$ cat src/rtl/ps2_cmd_decoder_pkg.sv
// Shared definitions for the PS/2 command decoder: scan codes, held-bitmap
// bit positions, prefix FSM encoding and the scan-code-to-key map.
package ps2_cmd_decoder_pkg;

  // Prefix bytes
  localparam logic [7:0] SC_EXT    = 8'hE0;
  localparam logic [7:0] SC_BRK    = 8'hF0;

  // Final codes used by the game
  localparam logic [7:0] SC_LEFT   = 8'h6B;
  localparam logic [7:0] SC_RIGHT  = 8'h74;
  localparam logic [7:0] SC_DOWN   = 8'h72;
  localparam logic [7:0] SC_UP     = 8'h75;
  localparam logic [7:0] SC_LSHIFT = 8'h12;
  localparam logic [7:0] SC_SPACE  = 8'h29;
  localparam logic [7:0] SC_ENTER  = 8'h5A;

  // Bit positions in the held bitmap and the command vector.
  // The auto-repeating keys occupy the low indices so a timer index maps
  // directly onto a key index.
  localparam int KEY_LEFT   = 0;
  localparam int KEY_RIGHT  = 1;
  localparam int KEY_DOWN   = 2;
  localparam int KEY_ROTATE = 3;
  localparam int KEY_DROP   = 4;
  localparam int KEY_START  = 5;
  localparam int NUM_KEYS   = 6;
  localparam int NUM_REPEAT = 3;

  typedef logic [NUM_KEYS-1:0] key_vec_t;

  // Prefix FSM: what has been seen since the last final code
  typedef enum logic [1:0] {
    ST_IDLE,
    ST_EXT,
    ST_BRK,
    ST_EXT_BRK
  } prefix_state_e;

  // Auto-repeat timer phase: waiting for the first repeat, or repeating
  typedef enum logic {
    PH_DELAY,
    PH_RATE
  } repeat_phase_e;

  // Map a final code (plus whether it was E0-prefixed) onto a one-hot key
  // vector. Unmapped codes give all zeros.
  function automatic key_vec_t key_decode(input logic ext, input logic [7:0] code);
    key_vec_t k;
    k = '0;
    if (ext) begin
      case (code)
        SC_LEFT:  k[KEY_LEFT]   = 1'b1;
        SC_RIGHT: k[KEY_RIGHT]  = 1'b1;
        SC_DOWN:  k[KEY_DOWN]   = 1'b1;
        SC_UP:    k[KEY_ROTATE] = 1'b1;
        default:  k = '0;
      endcase
    end else begin
      case (code)
        SC_LSHIFT: k[KEY_ROTATE] = 1'b1;
        SC_SPACE:  k[KEY_DROP]   = 1'b1;
        SC_ENTER:  k[KEY_START]  = 1'b1;
        default:   k = '0;
      endcase
    end
    return k;
  endfunction

endpackage

$ cat src/rtl/ps2_cmd_decoder_key_repeat_timer.sv
// Auto-repeat timer for one movement key: a counter plus a delay/rate phase.
// The counter runs only while enabled; tick is asserted in the cycle the
// counter reaches the end of the current phase, so the registered command
// pulse lands exactly REPEAT_DELAY (then REPEAT_RATE) cycles after the make.
module key_repeat_timer
  import ps2_cmd_decoder_pkg::*;
#(
  parameter int REPEAT_DELAY = 12_500_000,
  parameter int REPEAT_RATE  = 2_500_000,
  parameter int CNT_W        = 24
) (
  input  logic clk,
  input  logic rst,
  input  logic flush,
  input  logic restart,
  input  logic enable,
  output logic tick
);

  localparam logic [CNT_W-1:0] DELAY_LAST = CNT_W'(REPEAT_DELAY - 1);
  localparam logic [CNT_W-1:0] RATE_LAST  = CNT_W'(REPEAT_RATE - 1);

  logic [CNT_W-1:0] cnt_q;
  repeat_phase_e    phase_q;
  logic [CNT_W-1:0] cnt_last;

  // Select the terminal count for the current phase and flag the tick
  always_comb begin
    cnt_last = (phase_q == PH_RATE) ? RATE_LAST : DELAY_LAST;
    tick     = enable && (cnt_q == cnt_last);
  end

  // Counter/phase register: held at 0 in delay phase whenever not running
  // NOTE: clocked state uses non-blocking assignments so every register
  // samples the pre-edge values, independent of statement order.
  always_ff @(posedge clk or negedge rst) begin
    if (!rst) begin
      cnt_q   <= '0;
      phase_q <= PH_DELAY;
    end else if (flush || restart || !enable) begin
      cnt_q   <= '0;
      phase_q <= PH_DELAY;
    end else if (tick) begin
      cnt_q   <= '0;
      phase_q <= PH_RATE;
    end else begin
      cnt_q   <= cnt_q + CNT_W'(1);
    end
  end

endmodule

$ cat src/rtl/ps2_cmd_decoder.sv
// PS/2 scan-code stream to one-cycle tetris command pulses. Tracks E0/F0
// prefixes, keeps a held-key bitmap (which swallows typematic repeats) and
// generates its own auto-repeat for left, right and down.
module ps2_cmd_decoder
  import ps2_cmd_decoder_pkg::*;
#(
  parameter int REPEAT_DELAY = 12_500_000,
  parameter int REPEAT_RATE  = 2_500_000,
  parameter int CNT_W        = 24
) (
  input  logic       clk,
  input  logic       rst,
  input  logic       scan_valid,
  input  logic [7:0] scan_byte,
  input  logic       flush,
  output logic       cmd_left,
  output logic       cmd_right,
  output logic       cmd_down,
  output logic       cmd_rotate,
  output logic       cmd_drop,
  output logic       cmd_start,
  output logic [5:0] held
);

  prefix_state_e state_q;
  prefix_state_e state_d;

  key_vec_t code_keys;   // key addressed by scan_byte in the current prefix context
  key_vec_t make_vec;    // fresh presses this cycle (not already held)
  key_vec_t brk_vec;     // releases this cycle
  key_vec_t held_q;
  key_vec_t cmd_q;
  key_vec_t rep_vec;

  logic [NUM_REPEAT-1:0] rep_en;
  logic [NUM_REPEAT-1:0] rep_tick;
  logic                  lr_both;

  assign code_keys = key_decode((state_q == ST_EXT) || (state_q == ST_EXT_BRK), scan_byte);

  // Prefix FSM next state and make/break decode of final codes
  // NOTE: every output of this block gets a default first, so no path can
  // leave a signal unassigned and infer a latch.
  always_comb begin
    state_d  = state_q;
    make_vec = '0;
    brk_vec  = '0;
    if (scan_valid) begin
      unique case (state_q)
        ST_IDLE: begin
          if (scan_byte == SC_EXT) begin
            state_d = ST_EXT;
          end else if (scan_byte == SC_BRK) begin
            state_d = ST_BRK;
          end else begin
            make_vec = code_keys & ~held_q;
            state_d  = ST_IDLE;
          end
        end
        ST_EXT: begin
          if (scan_byte == SC_BRK) begin
            state_d = ST_EXT_BRK;
          end else begin
            make_vec = code_keys & ~held_q;
            state_d  = ST_IDLE;
          end
        end
        ST_BRK: begin
          brk_vec = code_keys;
          state_d = ST_IDLE;
        end
        ST_EXT_BRK: begin
          brk_vec = code_keys;
          state_d = ST_IDLE;
        end
      endcase
    end
  end

  // Prefix state register; flush drops any partial sequence and the byte
  always_ff @(posedge clk or negedge rst) begin
    if (!rst) begin
      state_q <= ST_IDLE;
    end else if (flush) begin
      state_q <= ST_IDLE;
    end else begin
      state_q <= state_d;
    end
  end

  // Repeat enables: left and right cancel each other while both are held
  always_comb begin
    lr_both              = held_q[KEY_LEFT] && held_q[KEY_RIGHT];
    rep_en               = '0;
    rep_en[KEY_LEFT]     = held_q[KEY_LEFT]  && !lr_both;
    rep_en[KEY_RIGHT]    = held_q[KEY_RIGHT] && !lr_both;
    rep_en[KEY_DOWN]     = held_q[KEY_DOWN];
  end

  for (genvar i = 0; i < NUM_REPEAT; i++) begin : g_rep
    key_repeat_timer #(
      .REPEAT_DELAY (REPEAT_DELAY),
      .REPEAT_RATE  (REPEAT_RATE),
      .CNT_W        (CNT_W)
    ) u_timer (
      .clk     (clk),
      .rst     (rst),
      .flush   (flush),
      .restart (make_vec[i]),
      .enable  (rep_en[i]),
      .tick    (rep_tick[i])
    );
  end

  assign rep_vec = {{(NUM_KEYS-NUM_REPEAT){1'b0}}, rep_tick};

  // Registered commands and held bitmap; a break masks a same-cycle repeat
  always_ff @(posedge clk or negedge rst) begin
    if (!rst) begin
      cmd_q  <= '0;
      held_q <= '0;
    end else if (flush) begin
      cmd_q  <= '0;
      held_q <= '0;
    end else begin
      cmd_q  <= make_vec | (rep_vec & ~brk_vec);
      held_q <= (held_q | make_vec) & ~brk_vec;
    end
  end

  assign cmd_left   = cmd_q[KEY_LEFT];
  assign cmd_right  = cmd_q[KEY_RIGHT];
  assign cmd_down   = cmd_q[KEY_DOWN];
  assign cmd_rotate = cmd_q[KEY_ROTATE];
  assign cmd_drop   = cmd_q[KEY_DROP];
  assign cmd_start  = cmd_q[KEY_START];
  assign held       = held_q;

endmodule

$ cat config.mk
export PLATFORM = sky130hd
export DESIGN_NAME = ps2_cmd_decoder
export DESIGN_NICKNAME = d
export VERILOG_FILES = /design/src/rtl/ps2_cmd_decoder_pkg.sv /design/src/rtl/ps2_cmd_decoder_key_repeat_timer.sv /design/src/rtl/ps2_cmd_decoder.sv
export SDC_FILE = /design/constraint.sdc
export NUM_CORES = 1
export LEC_CHECK = 0
export CORE_MARGIN = 5
export CORE_UTILIZATION = 25
export CTS_BUF_LIST = sky130_fd_sc_hd__clkbuf_4 sky130_fd_sc_hd__clkbuf_8 sky130_fd_sc_hd__clkbuf_16
export CTS_CLUSTER_SIZE = 20
export DETAILED_ROUTE_END_ITERATION = 10
export HOLD_SLACK_MARGIN = 0.03
export PLACE_DENSITY = 0.42
export SKIP_LAST_GASP = 1
export SLEW_MARGIN = 30
export SYNTH_ARGS = -nofsm -noshare
export SYNTH_HDL_FRONTEND = slang
export SYNTH_HIERARCHICAL = 1
export SYNTH_SLANG_ARGS = --single-unit
$ cat constraint.sdc
create_clock -name clk -period 4 [get_ports clk]
set_input_delay 0.4 -clock clk [delete_from_list [all_inputs] [get_ports clk]]
set_output_delay 0.4 -clock clk [all_outputs]
set_load 0.1 [all_outputs]
==> impl_metrics.py <==
metrics = {
    "routing": {
        "drtAntennaViolNets": 0,
        "drc": 0,
        "routedWlPerCell_um": 15.9,
        "viasPerCell": 5.15,
        "drt-initial-drc-count": 223,
        "routed_wirelength_mm": 12.8,
        "vias": 4160,
        "drt_pass1_iterations": 4,
    },
    "clocking": {
        "cts_tree": "done",
        "holdBufCountCts": 0,
        "clkLatencyLatePin_ps": 340,
        "cts_made_buffers": 9,
        "cts.path.max_buffers": 2,
        "cts_sinks": 89,
        "cts_max_level": 3,
        "postCtsSetupBuffers": 0,
        "cts_resized": 0,
        "clk_pin_slew_ps": 70,
        "cts_root_buf": "clkbuf_16",
    },
    "floorplanning": {
        "rows": 52,
        "die_h_um": 153,
        "initial_core_util_pct": 25.3,
        "dieArea_um2": 23400,
        "io_pins": 24,
        "core_um2": 20200,
        "die_w_um": 153,
    },
    "global_route": {
        "grt_first_pass_wirelength_mm": 22.2,
        "use_met3_pct": 2.15,
        "use_met1_pct": 15.9,
        "grt_pass1_vias": 4272,
        "grt_busiest_layer": "met2",
        "antenna_found_initial": 0,
        "grt.total_usage_pct": 11.3,
        "grt_max_degree": 61,
        "overflow": 0,
        "grtUsageMet2_pct": 17.4,
    },
    "timing": {
        "post-route-period-util_pct": 65.8,
        "fin_skew_ps": 10.8,
        "rsz0062_at_grt": "false",
        "hold_viol_final": 0,
        "max_freq_mhz": 380,
        "timing.final.crit_period_ps": 2630,
        "timing.max_slew.rel_slack_pct": 32.9,
        "tightestPinTransition_ps": 1000,
        "setup_tns_ps": 0,
        "setup_violations": 0,
        "drv_slew": 0,
    },
    "finish": {
        "final_common_cell": "dfrtp_1",
        "drive_above_1_share_pct": 9.48,
        "antenna_cells": 0,
        "fillers": 2143,
        "num-nets-final": 550,
        "areaGrowthSynthToFinish_pct": 13.9,
        "design_area_um2": 5810,
        "final_cell_mix": "89 x dfrtp_1, 51 x nor3_1, 37 x nand2_1",
        "finish.utilization_pct": 28.8,
    },
    "worst_setup_path": {
        "arrival_ps": 2830,
        "r2r-start": "g_rep[0].u_timer/cnt_q[15]",
        "end_kind": "flop",
        "worstSetupStartpoint": "g_rep[0].u_timer/cnt_q[15]",
        "startpoint_type": "flop",
        "worst-path-max-fanout": 17,
        "critPathKind": "flop to flop",
        "worst_ep_required_time_ps": 4200,
    },
    "pwr": {
        "p_comb_share_pct": 3.0,
        "p_per_area_nw_per_um2": 309,
        "intPower_mw": 1.42,
        "netSwitchingFraction_pct": 21.1,
        "seq_power_share_pct": 50.2,
        "power.leakage_nw": 2.01,
        "ir_drop_v": 0.000197,
        "p_sw_mw": 0.378,
        "clockPowerShare_pct": 46.8,
    },
    "synth": {
        "synth-simple-area-share_pct": 31.3,
        "synth_warnings": 6,
        "ys.flop_type": "dfrtp_1",
        "seq_area_frac_synth_pct": 43.6,
        "synth-xor-area-share_pct": 6.86,
        "ys_ff_latch": 89,
        "synth_top_family_by_area": "simple AND/OR/NAND/NOR gates",
        "synth_edf_count": 0,
        "synth_area_per_cell_um2": 9.82,
        "syn_inst": 520,
        "synth_compound_area_share_pct": 12.2,
        "synth_area_um2": 5110,
        "synthArstFlopShare_pct": 100,
        "synthMuxAreaShare_pct": 0.392,
        "synth_fa_ha_area_share_pct": 0.735,
        "synth_cell_types": 54,
        "syn_nets": 535,
    },
    "place": {
        "hpwlAfterDp_mm": 8.91,
        "dpl_cell_area_um2": 5530,
        "finalWeightedCongestion": 0.804,
        "numPortBuffers": 23,
    },
    "worst_hold_path": {
        "hold_path.class": "input port to async pin",
    },
    "run": {
        "drv_cap": 0,
    },
    "outcome": {
        "outcome": "finished, final reports clean",
    },
}
sequential cells by signal, summed over array words and instances, names as in the netlist:
register	count
g_rep.u_timer/cnt_q	72
held	6
g_rep.u_timer/phase_q	3
state_q	2
cmd_q	6
routing by layer:
metal	up-vias	share of wire (%)
met5	-	0
met4	0	1.7
met3	13	3.0
met2	59	45
met1	2074	50
li1	2014	-
power by group through the flow:
stage	sequential [mW]	clock [mW]	combinational, mW
2_1_floorplan	0.918	0	0.0142
3_3_place_gp	0.917	0	0.0541
3_5_place_dp	0.917	0	0.0553
4_1_cts	0.900	0.878	0.0554
5_1_grt	0.899	0.911	0.0619
6_report	0.900	0.841	0.0535
cells by family after synthesis:
group,Yosys count
compound gates,82
fa+ha+maj,3
simple gates,264
xor+xnor,40
mux,2
buf+inv,40
flops,89
area by class of cell:
| cell class | instances | area, µm² | area share, % |
|---|---|---|---|
| tap | 270 | 338 | 5.81 |
| inverter | 15 | 56.3 | 0.968 |
| multi-input combinational | 391 | 2630 | 45.3 |
| sequential | 89 | 2230 | 38.3 |
| clock buffer | 11 | 246 | 4.24 |
| clock inverter | 3 | 42.5 | 0.732 |
| timing repair buffer | 29 | 273 | 4.69 |
through the flow:
stage / worst slack, ps / power [mW] / instances / hold WS, ps
2_1_floorplan: 1590 / 0.932 / 520 / 104
3_3_place_gp: 1110 / 0.971 / 794 / 458
3_5_place_dp: 1080 / 0.972 / 794 / 453
4_1_cts: 1350 / 1.83 / 808 / 180
5_1_grt: 1250 / 1.87 / 808 / 233
6_report: 1370 / 1.79 / 808 / 154
cells in the mapped netlist (all sizes together), types with 2 or more instances:
| cell type | number | share of area (%) |
|---|---|---|
| nand2 | 37 | 2.7 |
| nor3 | 52 | 5.2 |
| nor4bb | 3 | 0.59 |
| o21ai | 17 | 1.7 |
| a211oi | 33 | 5.6 |
| clkbuf | 8 | 0.59 |
| nor4 | 7 | 0.98 |
| xor2 | 21 | 3.6 |
| or2 | 3 | 0.37 |
| nand3 | 37 | 3.7 |
| o31ai | 15 | 2.2 |
| or4 | 24 | 3.9 |
| nor3b | 6 | 1.1 |
| o21ba | 3 | 0.59 |
| buf | 14 | 2.6 |
| nor2 | 11 | 0.81 |
| nand4 | 22 | 2.7 |
| xnor2 | 19 | 3.3 |
| nor4b | 5 | 0.98 |
| inv | 15 | 1.1 |
| nand4bb | 3 | 0.66 |
| nand4b | 6 | 1.0 |
| a21oi | 4 | 0.39 |
| and2 | 3 | 0.37 |
| dfrtp | 89 | 44 |
| and3 | 13 | 1.6 |
| nor2b | 3 | 0.37 |
| and4 | 9 | 1.6 |
| mux2i | 2 | 0.39 |
| ha | 3 | 0.74 |
| o41ai | 3 | 0.51 |
| o221a | 3 | 0.66 |
| dlygate4sd1 | 3 | 0.51 |
| or3 | 15 | 1.8 |
worst max-delay path: stages (launching register included):
cell and delay (ps):
dfrtp_1 470, or4_1 570, or4_4 510, a211oi_4 510
buf_4 340, nor3_1 100
path summary, 6_finish.rpt:
path / endpoint / slack (ps) / cells past startpoint
setup reg to reg: g_rep[0].u_timer/cnt_q[4] / 1370 / 5
min in group clk: cmd_q[4] / 470 / 1
setup / recovery: g_rep[0].u_timer/cnt_q[4] / 1370 / 5
hold / removal: g_rep[2].u_timer/cnt_q[11] / 150 / 1
hold reg to reg: cmd_q[4] / 470 / 1
max in group asynchronous: g_rep[1].u_timer/cnt_q[0] / 2930 / 2
(Power assumes the default switching activity.)
